### src/rtl/mem_stage_pkg.sv
// mem_stage_pkg: shared widths, funct3 codes, FSM encoding and packet layouts for mem_stage
package mem_stage_pkg;
  localparam int EX_MEM_BUS = 75;
  localparam int MEM_WB_BUS = 38;
  localparam logic [2:0] F3_LB  = 3'b000;
  localparam logic [2:0] F3_LH  = 3'b001;
  localparam logic [2:0] F3_LW  = 3'b010;
  localparam logic [2:0] F3_LBU = 3'b100;
  localparam logic [2:0] F3_LHU = 3'b101;
  localparam logic [2:0] F3_SB  = 3'b000;
  localparam logic [2:0] F3_SH  = 3'b001;
  localparam logic [2:0] F3_SW  = 3'b010;
  typedef enum logic [1:0] {S_IDLE = 2'd0, S_REQ = 2'd1, S_RESP = 2'd2} state_t;
  typedef struct packed {
    logic        mem_ren;
    logic        mem_wen;
    logic [2:0]  funct3;
    logic [4:0]  rd;
    logic        rd_wen;
    logic [31:0] alu_result;
    logic [31:0] rs2_data;
  } ex_mem_t;
  typedef struct packed {
    logic [4:0]  rd;
    logic        rd_wen;
    logic [31:0] wb_data;
  } mem_wb_t;
  function automatic logic access_fault(input ex_mem_t p);
    logic misaligned;
    logic bad_f3;
    misaligned = (p.funct3[1:0] == 2'b01 && p.alu_result[0]) ||
                 (p.funct3[1:0] == 2'b10 && p.alu_result[1:0] != 2'b00);
    bad_f3 = p.mem_ren ? !(p.funct3 inside {F3_LB, F3_LH, F3_LW, F3_LBU, F3_LHU})
                       : !(p.funct3 inside {F3_SB, F3_SH, F3_SW});
    return (p.mem_ren || p.mem_wen) && ((p.mem_ren && p.mem_wen) || bad_f3 || misaligned);
  endfunction
endpackage

### src/rtl/mem_stage_load_align.sv
// mem_load_align: selects and extends the loaded byte/halfword/word for writeback
module mem_load_align
  import mem_stage_pkg::*;
(
  input  logic [31:0] rdata,
  input  logic [1:0]  addr,
  input  logic [2:0]  funct3,
  output logic [31:0] wb_data
);
  logic [31:0] sh;
  always_comb begin
    sh = rdata >> {addr, 3'b000};
    wb_data = funct3 == F3_LB  ? {{24{sh[7]}}, sh[7:0]} :
              funct3 == F3_LH  ? {{16{sh[15]}}, sh[15:0]} :
              funct3 == F3_LBU ? {24'h0, sh[7:0]} :
              funct3 == F3_LHU ? {16'h0, sh[15:0]} : rdata;
  end
endmodule

### src/rtl/mem_stage.sv
// mem_stage: RV32I memory-access stage driving a req/gnt/rvalid data port and a registered MEM/WB bus
module mem_stage
  import mem_stage_pkg::*;
(
  input  logic                  clk,
  input  logic                  rst_n,
  input  logic [EX_MEM_BUS-1:0] ex_mem_bus_in,
  input  logic                  ex_mem_valid,
  output logic                  mem_ready_out,
  output logic                  dmem_req,
  output logic                  dmem_we,
  output logic [31:0]           dmem_addr,
  output logic [3:0]            dmem_wstrb,
  output logic [31:0]           dmem_wdata,
  input  logic                  dmem_gnt,
  input  logic                  dmem_rvalid,
  input  logic [31:0]           dmem_rdata,
  output logic [MEM_WB_BUS-1:0] mem_wb_bus_out,
  output logic                  mem_wb_valid,
  output logic                  mem_fault
);
  state_t      state_q, state_d;
  ex_mem_t     pkt_q, pkt_d, in_pkt;
  mem_wb_t     wb_q, wb_d;
  logic        wb_valid_q, wb_valid_d, fault_q, fault_d;
  logic        accept, in_fault, in_mem;
  logic [1:0]  off;
  logic [31:0] load_data;
  assign in_pkt = ex_mem_t'(ex_mem_bus_in);
  assign off = pkt_q.alu_result[1:0];
  assign accept = ex_mem_valid && state_q == S_IDLE;
  assign in_fault = access_fault(in_pkt);
  assign in_mem = in_pkt.mem_ren || in_pkt.mem_wen;
  assign mem_wb_bus_out = wb_q;
  assign mem_wb_valid = wb_valid_q;
  assign mem_fault = fault_q;
  mem_load_align u_align (
    .rdata   (dmem_rdata),
    .addr    (off),
    .funct3  (pkt_q.funct3),
    .wb_data (load_data)
  );
  always_ff @(posedge clk) begin
    if (!rst_n) begin
      state_q    <= S_IDLE;
      pkt_q      <= '0;
      wb_q       <= '0;
      wb_valid_q <= 1'b0;
      fault_q    <= 1'b0;
    end else begin
      state_q    <= state_d;
      pkt_q      <= pkt_d;
      wb_q       <= wb_d;
      wb_valid_q <= wb_valid_d;
      fault_q    <= fault_d;
    end
  end
  always_comb begin
    state_d    = state_q;
    pkt_d      = pkt_q;
    wb_d       = '0;
    wb_valid_d = 1'b0;
    fault_d    = 1'b0;
    if (accept && (!in_mem || in_fault)) begin
      wb_valid_d = 1'b1;
      fault_d    = in_fault;
      wb_d       = {in_pkt.rd, in_pkt.rd_wen && !in_fault, in_fault ? 32'h0 : in_pkt.alu_result};
    end else if (accept) begin
      pkt_d   = in_pkt;
      state_d = S_REQ;
    end else if (state_q == S_REQ && dmem_gnt) begin
      state_d    = pkt_q.mem_wen ? S_IDLE : S_RESP;
      wb_valid_d = pkt_q.mem_wen;
      wb_d       = pkt_q.mem_wen ? {pkt_q.rd, 1'b0, 32'h0} : '0;
    end else if (state_q == S_RESP && dmem_rvalid) begin
      state_d    = S_IDLE;
      wb_valid_d = 1'b1;
      wb_d       = {pkt_q.rd, pkt_q.rd_wen, load_data};
    end
  end
  always_comb begin
    mem_ready_out = state_q == S_IDLE;
    dmem_req      = state_q == S_REQ;
    dmem_we       = dmem_req && pkt_q.mem_wen;
    dmem_addr     = dmem_req ? {pkt_q.alu_result[31:2], 2'b00} : 32'h0;
    dmem_wstrb    = !dmem_we ? 4'b0000 :
                    pkt_q.funct3[1:0] == 2'b00 ? 4'b0001 << off :
                    pkt_q.funct3[1:0] == 2'b01 ? 4'b0011 << off : 4'b1111;
    dmem_wdata    = !dmem_we ? 32'h0 :
                    pkt_q.funct3[1:0] == 2'b00 ? {4{pkt_q.rs2_data[7:0]}} :
                    pkt_q.funct3[1:0] == 2'b01 ? {2{pkt_q.rs2_data[15:0]}} : pkt_q.rs2_data;
  end
endmodule
### config.mk
export PLATFORM = sky130hd
export DESIGN_NAME = mem_stage
export DESIGN_NICKNAME = d
export VERILOG_FILES = /design/src/rtl/mem_stage_pkg.sv /design/src/rtl/mem_stage_load_align.sv /design/src/rtl/mem_stage.sv
export SDC_FILE = /design/constraint.sdc
export NUM_CORES = 1
export LEC_CHECK = 0
export CAP_MARGIN = 25
export CORE_AREA = 10 10 128 159
export CTS_BUF_LIST = sky130_fd_sc_hd__clkbuf_4 sky130_fd_sc_hd__clkbuf_8
export DETAILED_ROUTE_END_ITERATION = 12
export DIE_AREA = 0 0 138 169
export PLACE_DENSITY = 0.61
export SETUP_SLACK_MARGIN = 0.3
export SYNTH_ARGS = -nofsm -noshare
export SYNTH_HDL_FRONTEND = slang
export SYNTH_SLANG_ARGS = --single-unit
### constraint.sdc
create_clock -name clk -period 2.4 [get_ports clk]
set_clock_uncertainty 0.2 [all_clocks]
set_input_delay 0.36 -clock clk [delete_from_list [all_inputs] [get_ports clk]]
set_output_delay 0.36 -clock clk [all_outputs]
set_load 0.02 [all_outputs]
* Word-level counts from Yosys, hierarchy flattened
Cells that the tools add are included.
Widths: inputs -> output; s select.
** Storage, ports and cells
- Output and inout port bits :: 111
- Bits of input ports :: 112
- Bits in registers :: 116
- Logic and storage cells :: 84
** Operators by class
- Bitwise logic cells :: 1
- Reductions and logical operators :: 30
- Equal/unequal tests :: 12
- Shifts and indexed selects :: 3
- Muxes and demuxes :: 26
** Operators by type and width (count)
- $mux 32 :: 9
- $mux 38 :: 5
- $shr 32x5->16 :: 1
- $eq 3x3->1 const B :: 4
- $mux 4 :: 3
- $logic_and 1x1->1 :: 10
- $mux 2 :: 4
- $eq 2x1->1 const B :: 3
- $eq 3x1->1 const B :: 2
- $logic_not 3->1 :: 2
- $reduce_and 2->1 :: 3
- $reduce_bool 3->1 :: 2
- $logic_or 1x1->1 :: 5
- $mux 1 :: 5
- $reduce_bool 5->1 :: 1
- $eq 2x2->1 const B :: 2
- $logic_not 1->1 :: 4
- $logic_not 2->1 :: 2
- $shl 1x2->4 const A :: 1
- $shl 2x2->4 const A :: 1
- $eq 3x2->1 const B :: 1
- $reduce_bool 2->1 :: 1
- $not 1->1 :: 1

* Depth between registers and ports, before layout
- Word-level depth :: 11
- Depth in mapped cells :: 7
- Gate-level depth less buffers :: 5

* Modules after synthesis
Synthesis repeated with hierarchy kept, for this count alone.
** Second synthesis, totals
- Cell total of the unflattened synthesis :: 753
- Area total of the unflattened synthesis :: 6277.3 um2
** By module, submodules not included
- mem_stage :: cells an instance 623, sequential area each 2322.2 um2, instances 1, area each 5396.4 um2
- mem_load_align :: cells an instance 130, sequential area each 0.0 um2, instances 1, area each 880.8 um2

* Worst setup path before layout
No wires, ideal clock.
- Kind :: reg2out
- Start point :: register pkt_q[71] (netlist bit)
- End point :: output port dmem_wdata[24]
- Data required time :: 1.840 ns
- Arrival :: 1.615 ns
- Cell stages (with the launch flop) :: 6
- Path buffers :: 3
- Slack :: 0.225 ns
- Cell sequence :: dfxtp_1 clkbuf_1 buf_1 buf_1 a21oi_1 nor2_1
** Between the ends
- Longest elaborated chain between the ends :: 4
- Elaborated cells between the ends (all ways) :: 5
** Ends and longest elaborated chain
- start, declared :: line mem_stage.sv:23 : ex_mem_t pkt_q, pkt_d, in_pkt;
- start signal, assigned :: line mem_stage.sv:52 : pkt_q <= pkt_d;
- $eq 2x1->1 :: line mem_stage.sv:91 : pkt_q.funct3[1:0] == 2'b01 ? {2{pkt_q.rs2_data[15:0]}} : pkt_q.rs2_data;
- $mux 32 :: line mem_stage.sv:91
- $mux 32 (*) :: line mem_stage.sv:90 : pkt_q.funct3[1:0] == 2'b00 ? {4{pkt_q.rs2_data[7:0]}} :
- $mux 32 (*) :: line mem_stage.sv:89 : dmem_wdata = !dmem_we ? 32'h0 :
- end, declared :: line mem_stage.sv:14 : output logic [31:0] dmem_wdata,
Every way passes the cells marked *; elsewhere a longest branch is shown, timed or not.

* Worst setup path after layout
- Start point :: register pkt_q[71] (netlist bit)
- End point :: output port dmem_wstrb[2]
** Between the ends
- Longest elaborated chain between the ends :: 4
- Elaborated cells between the ends (all ways) :: 5
** Ends and longest elaborated chain
- $eq 2x1->1 :: line mem_stage.sv:88 : pkt_q.funct3[1:0] == 2'b01 ? 4'b0011 << off : 4'b1111;
- $mux 4 :: line mem_stage.sv:88
- $mux 4 (*) :: line mem_stage.sv:87 : pkt_q.funct3[1:0] == 2'b00 ? 4'b0001 << off :
- $mux 4 (*) :: line mem_stage.sv:86 : dmem_wstrb = !dmem_we ? 4'b0000 :
- end, declared :: line mem_stage.sv:13 : output logic [3:0] dmem_wstrb,
Marked as above.

==> flow_metrics.tcl <==
set metrics [dict create \
    outcome "complete, no violations" \
    synth_flop_cell "dfxtp_1" \
    num_vias 5786 \
    pwr-share-clk 0.436 \
    fin_crit_ns 2.23 \
    final_max_slew_viol_count 0 \
    p_seq_frac 0.414 \
    ys_top_cells_by_area "dfxtp_1, mux2i_1, nand2_1, and2_1, a22oi_1" \
    sw_frac_of_total 0.252 \
    clk_latency_ns 0.44 \
    p_int_mw 3.65 \
    power.switching_mw 1.23 \
    hpwl_um 16200 \
    rsz0062_at_grt "true" \
    syn2layout_area_growth_pct 61.1 \
    grt_pass1_wl_um 34200 \
    yosysTopAreaCellShare 0.391 \
    gp_congestion 0.838 \
    die_x_um 138 \
    cts_inserted_buffers 17 \
    dieArea_sq_um 23300 \
    first_iter_violations 328 \
    fin_crit_sh 0.927 \
    port_buffers 220 \
    die_h_um 169 \
    core_area_sq_um 17300 \
    synth-seq-area-share 0.391 \
    layout-drive-gt1-share 0.237 \
    track_usage 0.182 \
    final_core_util 0.553 \
    endpoint_kind "primary output" \
    synth_edf_count 0 \
    peakVddDrop_uv 300 \
    final_cells 1191 \
    drt_wl_total_um 22300 \
    nFillCells 1644 \
    ys_ff_latch 116 \
    initial_core_util 0.343 \
    worstPathRequired_ns 1.84 \
    ys_warn_count 0 \
    dp.cells 1138 \
    maxSlewHeadroom 0.472 \
    io_pins 223 \
    regArea_sq_um 2340 \
    clock_sinks 116 \
    hold_ws_ns 0.0392 \
    finalSetupViolations 0 \
    drc 0 \
    hold_viol 0 \
    viasPerCell 4.86 \
    min_path_type "input port to flop" \
    p_leak_nw 3.60 \
    syn_area_per_cell_sq_um 8.27 \
    dr.pass1.iters 5 \
    htree_levels 4 \
    nets 1070 \
    syn_area_sq_um 5940 \
    layout_setup_ws_ns 0.175 \
    worst_pin_slew_ns 0.792 \
    crit_type "flop to primary output" \
    p_comb_frac 0.150 \
    cts_tree "yes" \
    grt_pass1_vias 5953 \
    p_per_area_nw_per_um2 510 \
    cts-root-buf "clkbuf_8" \
    timing.fmax_mhz 449 \
    start_kind "flop" \
    rows 54 \
    ys_types 49 \
    cap_violations 0 \
    cp_max_fo 18 \
    drtAntennaViolNets 0 \
    syn-instance-count 718 \
    routedWlPerCell_um 18.7 \
    antenna_found_initial 0 \
    clockBufferDepth 2 \
    yosysTopAreaCell "dfxtp_1" \
    multi_input_area_sq_um 3530 \
    grt_max_degree 85 \
    num_antenna_cells 0 \
    cp.arrival_ns 1.67 \
    grt_overflow 0 \
    clkTransAtPathRegs_ns 0.07 \
    pre_cts_ws_ns -0.0569 \
    synth_async_sr_flop_share 0 \
]
==> cell families after synthesis <==
group	count (synthesis)	share of synthesized area
buf+inv	68	0.0636
simple gates	311	0.231
fa+ha+maj	5	0.0101
compound gates	117	0.134
mux	99	0.168
xor+xnor	1	0.00147
other cells	1	0.000631
flops	116	0.391
==> through the flow <==
step	TNS (ns)	power [mW]	instance area (sq um)
final	0	4.88	9570
after global routing	0	5.07	9570
after detailed placement	-1.48	2.74	8500
after global placement	-0.698	2.73	8500
after floorplan	0	2.39	5990
after CTS	0	4.89	9260
==> power groups by stage <==
stage | Combinational [mW] | Clock, mW | Sequential [mW]
final | 0.732 | 2.12 | 2.02
after floorplan | 0.313 | 0 | 2.07
after global placement | 0.671 | 0 | 2.06
after CTS | 0.707 | 2.16 | 2.02
after global routing | 0.790 | 2.25 | 2.03
after detailed placement | 0.675 | 0 | 2.06
==> Yosys cell counts (2+ instances only) <==
cell      instances
inv_1             7
and3_1            9
nor3_1           10
nor2b_1          11
mux2_2            6
nand2b_1          8
o21ai_1           6
a21oi_1          21
buf_2             5
ha_1              4
nand3b_1          2
and2_1           34
buf_12            6
buf_4             5
a221o_1          12
nor2_1           43
o21ai_0          32
clkbuf_1         43
dfxtp_1         116
a32oi_1           2
a21boi_0          3
buf_1             2
a22o_1            5
nand2_1         187
mux2i_1          93
a22oi_1          23
==> worst max-delay path, cell delays in order, from the launching register on <==
cell and delay (ns):
dfxtp_4 0.38, buf_8 0.17, buf_4 0.21, a211oi_4 0.28, nor2_4 0.05, buf_6 0.13
==> layer usage <==
metal / wire (um) / share of wire / GRT usage
met5: 0 / 0 / 0
met3: 1850 / 0.083 / 0.0686
met2: 11100 / 0.50 / 0.314
met1: 8940 / 0.40 / 0.200
met4: 449 / 0.020 / 0.0615
==> placed cells by master (no fill, tap or decap), types with 22 or more instances in the layout <==
master	instances
buf_4	50
a22oi_1	23
clkdlybuf4s50_1	150
nor2_1	22
dfxtp_1	111
mux2i_1	89
o21ai_0	29
buf_6	38
and2_1	25
nand2_1	186
==> cell type report <==
type | count | area share
Tap cell | 224 | 0.0293
Clock buffer | 19 | 0.0267
Inverter | 7 | 0.00301
Multi-Input combinational cell | 535 | 0.369
Timing Repair Buffer | 277 | 0.307
Clock inverter | 13 | 0.0214
Sequential cell | 116 | 0.244
==> final timing paths <==
check / to / slack, ns / cells past startpoint / start
setup / recovery: dmem_wstrb[2] / 0.17 / 5 / pkt_q[71]$_SDFFE_PN0P_
hold / removal: mem_wb_bus_out[7]$_SDFF_PN0_ / 0.04 / 2 / rst_n
setup reg to reg: mem_wb_bus_out[4]$_SDFF_PN0_ / 0.33 / 6 / off[1]$_SDFFE_PN0P_
hold reg to reg: pkt_q[55]$_SDFFE_PN0P_ / 0.25 / 2 / pkt_q[55]$_SDFFE_PN0P_
==> flip-flops by register name, summed over array words and instances, names as in the netlist <==
register	flops
state_q	2
mem_wb_bus_out	38
mem_fault	1
pkt_q	72
mem_wb_valid	1
off	2
==> repair_timing <==
action | 4_1_cts | 5_1_grt
gates resized for setup | 289 | 113
pin swaps | 2 | 17
setup buffers | 5 | 9
hold buffers | 0 | 0
hold endpoints to repair | 0 | 0
cloned | 4 | 3
endpoints found under the setup margin | 91 | 93
Note: power is estimated with default switching activity, not from simulation.
==> edit, RTL diff (same flow settings) <==
Encoding of `state_t`: now one-hot (3 bits for 3 states).
--- a/src/rtl/mem_stage_pkg.sv
+++ b/src/rtl/mem_stage_pkg.sv
@@ -12,3 +12,3 @@
   localparam logic [2:0] F3_SW  = 3'b010;
-  typedef enum logic [1:0] {S_IDLE = 2'd0, S_REQ = 2'd1, S_RESP = 2'd2} state_t;
+  typedef enum logic [2:0] {S_IDLE = 3'b001, S_REQ = 3'b010, S_RESP = 3'b100} state_t;
   typedef struct packed {
Function: no difference found for any inputs over 4 cycles, from zero or initial values and one cycle with rst_n low; so few cycles prove little.
==> edit against the unedited design <==
  * Synthesized cell count is 2.6% higher
  * Sequential cell count up 1
  * Final area increased by 3.4%
  * Global-route usage grew 1.5 points
  * Count of clock-buffer cells in the layout is 1 higher
  * Total power shrank 0.70%
  * Register-to-register slack got worse by 0.06 ns
  * Area after synthesis rose by 3.2%
  * Worst setup slack worse by 0.021 ns
  * Sequential share of layout area shrank 0.61 points
  * Clock power is 7% lower
  * Routed wire length grew 11%
  * Die area unchanged
  * Largest cell class unchanged
  * Largest power group is now registers
==> edit: results (changes against the unedited design) <==
Status
  – Status: finished clean

GRT
  – First-pass GRT wire length: 36600 um (+7.1%)
  – Initial antenna violation count: 3 (+3)
  – Vias in the first global route: 6346 (+6.6%)
  – Pin count of the biggest net entering global routing: 92 (+8.2%)
  – GRT Util Overall: 0.197 (+0.0152)

Drt
  – Avg WL per Cell: 20.5 um (+9.5%)
  – Drt first-iter violations: 431 (+31%)
  – TritonRoute pass-1 iters: 7 (+2)
  – Vias per inst: 5.24 (+7.9%)

Final layout
  – Max FFs per register: 72 (unchanged)
  – Final Non-Filler Cells: 1209 (+1.5%)
  – Share of layout cells above drive strength 1: 0.241 (+0.00404)
  – Storage element area: 2350 um2 (+0.80%)
  – # fillers: 1615 (-1.8%)
  – Fin nets: 1087 (+1.6%)
  – Largest Register: pkt_q

Worst setup path
  – CP arrival: 1.69 ns (+0.02 ns)
  – CP max-delay cell: dfxtp_2
  – CP max stage delay: 0.34 ns (-0.04 ns)
  – CP max FO: 7 (-11)

Yosys
  – Xor/xnor share of the synthesized area: 0.00143 (-0.0000460)
  – Unique cell type count in the Yosys netlist: 53 (+8.2%)
  – Adder-Cell Fraction of Synth Area: 0.00816 (-0.00195)
  – Post-Synthesis Cells: 737 (+2.6%)
  – Synth cell count leaders: nand2_1 (193), dfxtp_1 (117), mux2i_1 (96)
  – Seq/Total Area, Yosys: 0.382 (-0.00894)
  – Post-synth ARST share: 0 (unchanged)
  – Area contributors post-synth: dfxtp_1 (38%), mux2i_1 (16%), nand2_1 (12%)
  – Yosys warns: 0 (unchanged)
  – Mux cell area share after synthesis: 0.157 (-0.0114)
  – Compound-Gate Fraction of Synth Area: 0.169 (+0.0350)

CTS
  – Post-CTS Setup Inserts: 5 (unchanged)
  – CTS resizes: 320 (+11%)
  – Worst-path clk slew: 0.07 ns (about the same)
  – H-tree levels: 4 (unchanged)
  – Clock latency on the worst-skew pair: about 0.45 ns
  – Num CTS Buffers: 17 (unchanged)
  – Longest Clk Path Bufs: 2 (unchanged)
  – Clk root buf: clkbuf_8

Hold path
  – Hold Path Class: input pin to flip-flop

Placement
  – I/O Buffers: 220 (unchanged)
  – Gpl congestion: 0.880 (+5.0%)
  – Placed Area: 8880 um2 (+4.4%)
  – Hpwl dp: 17700 um (+8.8%)
  – Pre-CTS setup slack: 0.00650 ns (+0.0635 ns)

Power
  – Internal: 3.53 mW (-3.2%)
  – Maximum VDD drop: 0.337 mV (+12%)
  – P_leak: 3.67 nW (+1.9%)

Flow run
  – Max Cap Viol: 0 (unchanged)
-- edit: cell count changes after synthesis, sizes merged, moves of 7 or more --
cell	unedited run	this run
a21oi	21	28
a221o	12	0
a221oi	0	16
a22oi	23	9
and2	34	1
and3	9	38
nor2	43	31
nor3	10	3
o21ai	38	20
o22a	0	7
o22ai	1	14
or4b	0	8
-- edit: worst max-delay path, delay by kind of cell, from the launching register on --
family / cells / cell delay (ns)
flops: 1 / 0.34
buf+inv: 2 / 0.35
simple gates: 4 / 0.55
-- edit: routing by layer --
metal  share of wire  global-route usage
met5         0.00073                   0
met4           0.029              0.0900
met3           0.082              0.0719
met2            0.49               0.325
met1            0.40               0.223
-- edit: power groups by stage --
stage                     Clock, mW  Sequential (mW)  Combinational [mW]
after global placement            0             2.08               0.780
final                          1.97             2.04               0.837
after CTS                      2.00             2.04               0.807
after detailed placement          0             2.08               0.780
after floorplan                   0             2.09               0.346
after global routing           2.08             2.04               0.894
-- edit: layout make-up --
cell class / instances / share of cell area
Sequential cell: 117 / 0.238
Tap cell: 224 / 0.0283
Antenna cell: 1 / 0.000253
Clock inverter: 12 / 0.0153
Inverter: 7 / 0.00266
Multi-Input combinational cell: 547 / 0.383
Timing Repair Buffer: 281 / 0.304
Clock buffer: 20 / 0.0278
-- edit: path summary, 6_finish.rpt --
kind	startpoint	end	slack [ns]	cells after the start
max	state_q[2]$_SDFFE_PN0P_	dmem_wdata[19]	0.15	6
min	rst_n	state_q[2]$_SDFFE_PN0P_	0.10	3
max reg2reg	off[1]$_SDFFE_PN0P_	mem_wb_bus_out[14]$_SDFF_PN0_	0.27	9
min reg2reg	pkt_q[40]$_SDFFE_PN0P_	pkt_q[40]$_SDFFE_PN0P_	0.25	2
